### config.mk
export PLATFORM = sky130hd
export DESIGN_NAME = mem_port_arbiter
export DESIGN_NICKNAME = d
export VERILOG_FILES = /design/src/rtl/mem_port_arbiter.sv
export SDC_FILE = /design/constraint.sdc
export NUM_CORES = 1
export LEC_CHECK = 0
export CAP_MARGIN = 10
export CORE_AREA = 4 4 114 127
export CTS_BUF_LIST = sky130_fd_sc_hd__clkbuf_16
export CTS_CLUSTER_SIZE = 14
export DETAILED_ROUTE_END_ITERATION = 6
export DIE_AREA = 0 0 118 131
export GPL_ROUTABILITY_DRIVEN = 0
export PLACE_DENSITY = 0.91
export RECOVER_POWER = 25
export REMOVE_ABC_BUFFERS = 1
export SLEW_MARGIN = 30
export SYNTH_ARGS = -nofsm -noshare
export SYNTH_HDL_FRONTEND = slang
export SYNTH_SLANG_ARGS = --single-unit
export TNS_END_PERCENT = 30
### constraint.sdc
create_clock -name clk -period 3.35 [get_ports clk]
set_clock_uncertainty 0.2 [all_clocks]
set_input_delay 0.335 -clock clk [delete_from_list [all_inputs] [get_ports clk]]
set_output_delay 0.335 -clock clk [all_outputs]
set_load 0.005 [all_outputs]
### src/rtl/mem_port_arbiter.sv
// Arbitrates one unified memory port between instruction fetch and the load/store path.
// One transfer at a time: grant, hold the port until mrdy or timeout, then a single-cycle ack.
module mem_port_arbiter #(
  parameter int ADDR_W  = 32,
  parameter int DATA_W  = 32,
  parameter int TIMEOUT = 15,
  parameter int FAIR    = 0
) (
  input  logic                clk,
  input  logic                rst_n,
  input  logic                ireq,
  input  logic [ADDR_W-1:0]   iaddr,
  output logic                iack,
  output logic [DATA_W-1:0]   irdata,
  input  logic                dreq,
  input  logic                dwe,
  input  logic [ADDR_W-1:0]   daddr,
  input  logic [DATA_W-1:0]   dwdata,
  input  logic [DATA_W/8-1:0] dbe,
  output logic                dack,
  output logic [DATA_W-1:0]   drdata,
  output logic                err,
  output logic                mreq,
  output logic                mwe,
  output logic [ADDR_W-1:0]   maddr,
  output logic [DATA_W-1:0]   mwdata,
  output logic [DATA_W/8-1:0] mbe,
  input  logic [DATA_W-1:0]   mrdata,
  input  logic                mrdy,
  output logic                stall
);

  localparam int BE_W  = DATA_W / 8;
  localparam int CNT_W = (TIMEOUT > 1) ? $clog2(TIMEOUT) : 1;

  typedef enum logic [1:0] {IDLE, IBUSY, DBUSY, ACK} state_t;

  state_t              state_reg, state_next;
  logic                mreq_reg, mreq_next;
  logic                mwe_reg, mwe_next;
  logic [ADDR_W-1:0]   maddr_reg, maddr_next;
  logic [DATA_W-1:0]   mwdata_reg, mwdata_next;
  logic [BE_W-1:0]     mbe_reg, mbe_next;
  logic                iack_reg, iack_next;
  logic                dack_reg, dack_next;
  logic                err_reg, err_next;
  logic [DATA_W-1:0]   irdata_reg, irdata_next;
  logic [DATA_W-1:0]   drdata_reg, drdata_next;
  logic [CNT_W-1:0]    cnt_reg, cnt_next;
  logic                last_data_reg, last_data_next;

  logic                tie_to_data;
  logic                grant_data;
  logic                busy;
  logic                timeout_hit;
  logic [BE_W-1:0]     be_sel;

  // On a tie, FAIR=1 alternates away from whoever was served last.
  assign tie_to_data = (FAIR == 0) ? 1'b1 : ~last_data_reg;
  assign grant_data  = dreq & (~ireq | tie_to_data);
  assign busy        = (state_reg == IBUSY) || (state_reg == DBUSY);

  generate
    if (TIMEOUT == 0) begin : g_no_timeout
      assign timeout_hit = 1'b0;
    end else begin : g_timeout
      assign timeout_hit = (cnt_reg == CNT_W'(TIMEOUT - 1));
    end
  endgenerate

  // Fetches always read the whole word.
  generate
    for (genvar gi = 0; gi < BE_W; gi++) begin : g_be
      assign be_sel[gi] = grant_data ? dbe[gi] : 1'b1;
    end
  endgenerate

  always_ff @(posedge clk or negedge rst_n) begin
    if (!rst_n) begin
      state_reg     <= IDLE;
      mreq_reg      <= 1'b0;
      mwe_reg       <= 1'b0;
      maddr_reg     <= '0;
      mwdata_reg    <= '0;
      mbe_reg       <= '0;
      iack_reg      <= 1'b0;
      dack_reg      <= 1'b0;
      err_reg       <= 1'b0;
      irdata_reg    <= '0;
      drdata_reg    <= '0;
      cnt_reg       <= '0;
      last_data_reg <= 1'b0;
    end else begin
      state_reg     <= state_next;
      mreq_reg      <= mreq_next;
      mwe_reg       <= mwe_next;
      maddr_reg     <= maddr_next;
      mwdata_reg    <= mwdata_next;
      mbe_reg       <= mbe_next;
      iack_reg      <= iack_next;
      dack_reg      <= dack_next;
      err_reg       <= err_next;
      irdata_reg    <= irdata_next;
      drdata_reg    <= drdata_next;
      cnt_reg       <= cnt_next;
      last_data_reg <= last_data_next;
    end
  end

  always_comb begin
    state_next = state_reg;
    case (state_reg)
      IDLE: begin
        if (ireq || dreq) state_next = grant_data ? DBUSY : IBUSY;
      end
      IBUSY, DBUSY: begin
        if (mrdy || timeout_hit) state_next = ACK;
      end
      ACK:     state_next = IDLE;
      default: state_next = IDLE;
    endcase
  end

  always_comb begin
    mreq_next      = mreq_reg;
    mwe_next       = mwe_reg;
    maddr_next     = maddr_reg;
    mwdata_next    = mwdata_reg;
    mbe_next       = mbe_reg;
    iack_next      = 1'b0;
    dack_next      = 1'b0;
    err_next       = 1'b0;
    irdata_next    = irdata_reg;
    drdata_next    = drdata_reg;
    cnt_next       = cnt_reg;
    last_data_next = last_data_reg;

    if (state_reg == IDLE && (ireq || dreq)) begin
      mreq_next   = 1'b1;
      mwe_next    = grant_data & dwe;
      maddr_next  = grant_data ? daddr : iaddr;
      mwdata_next = grant_data ? dwdata : '0;
      mbe_next    = be_sel;
      cnt_next    = '0;
    end else if (busy) begin
      cnt_next = cnt_reg + CNT_W'(1);
      if (mrdy || timeout_hit) begin
        mreq_next      = 1'b0;
        cnt_next       = '0;
        last_data_next = (state_reg == DBUSY);
        iack_next      = (state_reg == IBUSY);
        dack_next      = (state_reg == DBUSY);
        err_next       = ~mrdy;
        // Read data lands only on a real completion; stores leave drdata alone.
        if (mrdy && state_reg == IBUSY) irdata_next = mrdata;
        if (mrdy && state_reg == DBUSY && !mwe_reg) drdata_next = mrdata;
      end
    end
  end

  assign mreq   = mreq_reg;
  assign mwe    = mwe_reg;
  assign maddr  = maddr_reg;
  assign mwdata = mwdata_reg;
  assign mbe    = mbe_reg;
  assign iack   = iack_reg;
  assign dack   = dack_reg;
  assign err    = err_reg;
  assign irdata = irdata_reg;
  assign drdata = drdata_reg;
  assign stall  = (ireq & ~iack_reg) | (dreq & ~dack_reg);

endmodule

==> results.sh <==
export IMPL_io_pins=276
export IMPL_post_cts_buffers=0
export IMPL_cts_buffer_depth=2
export IMPL_slew_limit_headroom_pct=-34.8
export IMPL_netSwitchingFraction_pct=29.6
export IMPL_synth_top_family_by_area="multiplexers"
export IMPL_syn_avg_cell_area_sq_um=13.6
export IMPL_cts_root_buffer="clkbuf_16"
export IMPL_drc=0
export IMPL_timing_fmax_mhz=389
export IMPL_layout_setup_ws_ns=0.777
export IMPL_finalSetupViolCount=0
export IMPL_syn_to_final_growth_pct=60.4
export IMPL_synth_async_sr_flop_share_pct=100
export IMPL_path_max_fanout=32
export IMPL_ir_drop_mv=0.419
export IMPL_required_ns=3.44
export IMPL_utilization_pct=70.2
export IMPL_dr_max_layer_used="met4"
export IMPL_worst_r2r_path_depth=6
export IMPL_cts_sinks=143
export IMPL_hold_viol_final=0
export IMPL_power_mw=8.15
export IMPL_met1Wirelength_mm=6.02
export IMPL_ys_warn_count=0
export IMPL_period_share_pct=76.8
export IMPL_gr_total_overflow=0
export IMPL_syn_area_sq_um=5730
export IMPL_wire_per_inst_um=18.4
export IMPL_synthXorXnorAreaFrac_pct=0
export IMPL_grt_pass1_wl_mm=24.8
export IMPL_core_area_sq_um=13100
export IMPL_ant_nets=0
export IMPL_holdPathStages=3
export IMPL_setup_tns_ns=0
export IMPL_groute_usage_overall_pct=20.4
export IMPL_netlist_top_cells_area="dfrtp_1, mux2_2, mux2i_1"
export IMPL_synthMuxAreaShare_pct=18.2
export IMPL_nets=841
export IMPL_cpMaxStageDelayCell="buf_4"
export IMPL_die_h_um=131
export IMPL_wl_met2_mm=8.50
export IMPL_initial_utilization_pct=43.8
export IMPL_grt_max_degree=100
export IMPL_die_x_um=118
export IMPL_violations="capacitance limit, slew limit"
export IMPL_tightest_slew_ns=2.02
export IMPL_post_cts_resized=0
export IMPL_cts_hold_buf=1
export IMPL_synth_edf_count=0
export IMPL_antenna_found_initial=0
export IMPL_num_rows=44
export IMPL_via_per_inst=5.08
export IMPL_routed_wl_met3_mm=1.22
export IMPL_yosysSeqAreaShare_pct=62.4
export IMPL_max_stage_delay_ns=0.43
export IMPL_cts_buffers=17
export IMPL_synth_top_area_cell="dfrtp_1"
export IMPL_crit_path_start_kind="flip-flop"
export IMPL_max_cap_violations=1
export IMPL_vias=4420
export IMPL_drt_pass1_iter_count=4
export IMPL_netlist_instances=423
export IMPL_yosysMostFrequentCell="dfrtp_1"
export IMPL_crit_type="flip-flop to flip-flop"
export IMPL_rsz0062_at_grt="no"
export IMPL_synth_compound_area_share_pct=10.4
export IMPL_htreeDepth=4
export IMPL_antenna_cells=0
export IMPL_hold_slack_ns=0.250
export IMPL_outcome="finished with violations"
export IMPL_p_comb_share_pct=41.1
export IMPL_p_int_mw=5.74
export IMPL_tritoncts="built"
export IMPL_fin_crit_ns=2.57
export IMPL_synth_cell_types=33
export IMPL_clkTransAtPathRegs_ns=0.06
export IMPL_port_buffers=275
export IMPL_hpwl_mm=11.9
export IMPL_crit_path_cell_trace="inv_1 > ha_1 > o21a_1 > nor4b_4 > buf_4 > mux2_2"
export IMPL_synthSimpleGateAreaFrac_pct=4.95
export IMPL_dr_first_iter_drc_count=221
export IMPL_yosys_register_bits=143
export IMPL_layout_drive_gt1_share_pct=14.0
export IMPL_routed_wl_mm=16.0
export IMPL_min_path_type="input pin to flip-flop"
export IMPL_first_global_vias=4790
export IMPL_end_kind="flip-flop"
export IMPL_yosys_top_cells_count="dfrtp_1, mux2_2, nand2_1"
export IMPL_drv_slew=83
export IMPL_yosys_most_used_dff="dfrtp_1"
export IMPL_seqPwrFrac_pct=36.6
export IMPL_synth_adder_area_share_pct=1.31
export IMPL_yosysTopAreaCellShare_pct=62.4
export IMPL_leakage_nw=4.01
export IMPL_dieArea_sq_um=15500
export IMPL_power_frac_clock_pct=22.3
export IMPL_arrival_ns=2.66
export IMPL_clkLatencyLatePin_ns=0.41
export IMPL_p_sw_mw=2.41
export IMPL_power_density_nw_per_um2=887
export IMPL_dp_slack_ns=0.670
[power by group through the flow]
stage          Sequential (mW)  Clock (mW)  Combinational, mW
3_5_place_dp              3.00           0               3.40
6_report                  2.98        1.82               3.35
5_1_grt                   3.07        1.94               3.63
3_3_place_gp              2.96           0               3.25
4_1_cts                   2.99        1.86               3.41
2_1_floorplan             3.00           0               1.19
[per-layer routing]
metal  track usage, %  vias up
met4             6.34        0
li1                 -     2065
met2             37.1      207
met3             7.53       28
met5                0        -
met1             22.4     2120
[per-stage QoR]
stage	area, sq um	std cells
after floorplan	5600	396
after global placement	8610	838
after detailed placement	8610	838
after CTS	9200	870
after global routing	9200	870
final	9200	870
[cells by family after synthesis]
kind of cell | count (synthesis)
adder cells (fa/ha/maj) | 6
AO/OA/AOI/OAI | 86
AND/OR/NAND/NOR | 58
multiplexers | 96
flip-flops | 143
buffers and inverters | 34
[area by class of cell]
| class | count | area (sq um) |
|---|---|---|
| clock buffers | 17 | 425 |
| multi-input cells | 246 | 2010 |
| well taps | 161 | 201 |
| clock inverters | 14 | 146 |
| flip-flops and latches | 143 | 3580 |
| repair buffers | 282 | 2810 |
| inverters | 7 | 26.3 |
| fillers | 916 | 3910 |
[path summary, 6_finish.rpt]
path	startpoint	endpoint	slack [ns]
worst max-delay path	state_reg[0]$_DFFE_PN0P_	drdata[11]$_DFFE_PN0P_	0.78
worst min-delay path	dreq	state_reg[0]$_DFFE_PN0P_	0.25
worst max register to register	state_reg[0]$_DFFE_PN0P_	drdata[11]$_DFFE_PN0P_	0.78
worst min register to register	maddr[24]$_DFFE_PN0P_	maddr[24]$_DFFE_PN0P_	0.27
max in group asynchronous	rst_n	mwe$_DFFE_PN0P_	0.89
min in group asynchronous	rst_n	irdata[23]$_DFFE_PN0P_	0.85
[critical path, delay by kind of cell, from the launching register on]
family / cells / cell delay (ns)
buf+inv: 2 / 0.54
simple gates: 1 / 0.29
fa+ha+maj: 1 / 0.33
flops: 1 / 0.39
mux: 1 / 0.40
compound gates: 1 / 0.30
[placed cells by master (no fill, tap or decap), drive strengths merged]
| cell type | Yosys | routed |
|---|---|---|
| clkdlybuf4s50 | 0 | 273 |
| a21oi | 6 | 6 |
| dfrtp | 143 | 143 |
| clkinvlp | 0 | 4 |
| o22ai | 1 | 1 |
| a211o | 1 | 1 |
| buf | 12 | 7 |
| and2 | 1 | 1 |
| bufinv | 0 | 2 |
| inv | 7 | 11 |
| nand2 | 39 | 39 |
| o21ai | 35 | 35 |
| mux2i | 32 | 32 |
| dlygate4sd3 | 0 | 1 |
| a22o | 33 | 33 |
| nand3b | 2 | 2 |
| nand3 | 4 | 4 |
| nor4b | 3 | 3 |
| mux2 | 64 | 64 |
| clkinv | 0 | 4 |
| clkbuf | 15 | 18 |
| nand4 | 1 | 1 |
| ha | 6 | 6 |
| nor2 | 1 | 1 |
| nor4bb | 1 | 1 |
| o211a | 1 | 1 |
| o21a | 1 | 1 |
| nor3 | 2 | 2 |
| a31oi | 3 | 3 |
| o22a | 4 | 4 |
| or3 | 2 | 2 |
| a32o | 1 | 1 |
| nand2b | 2 | 2 |
Power figures use the tool's default switching activity.
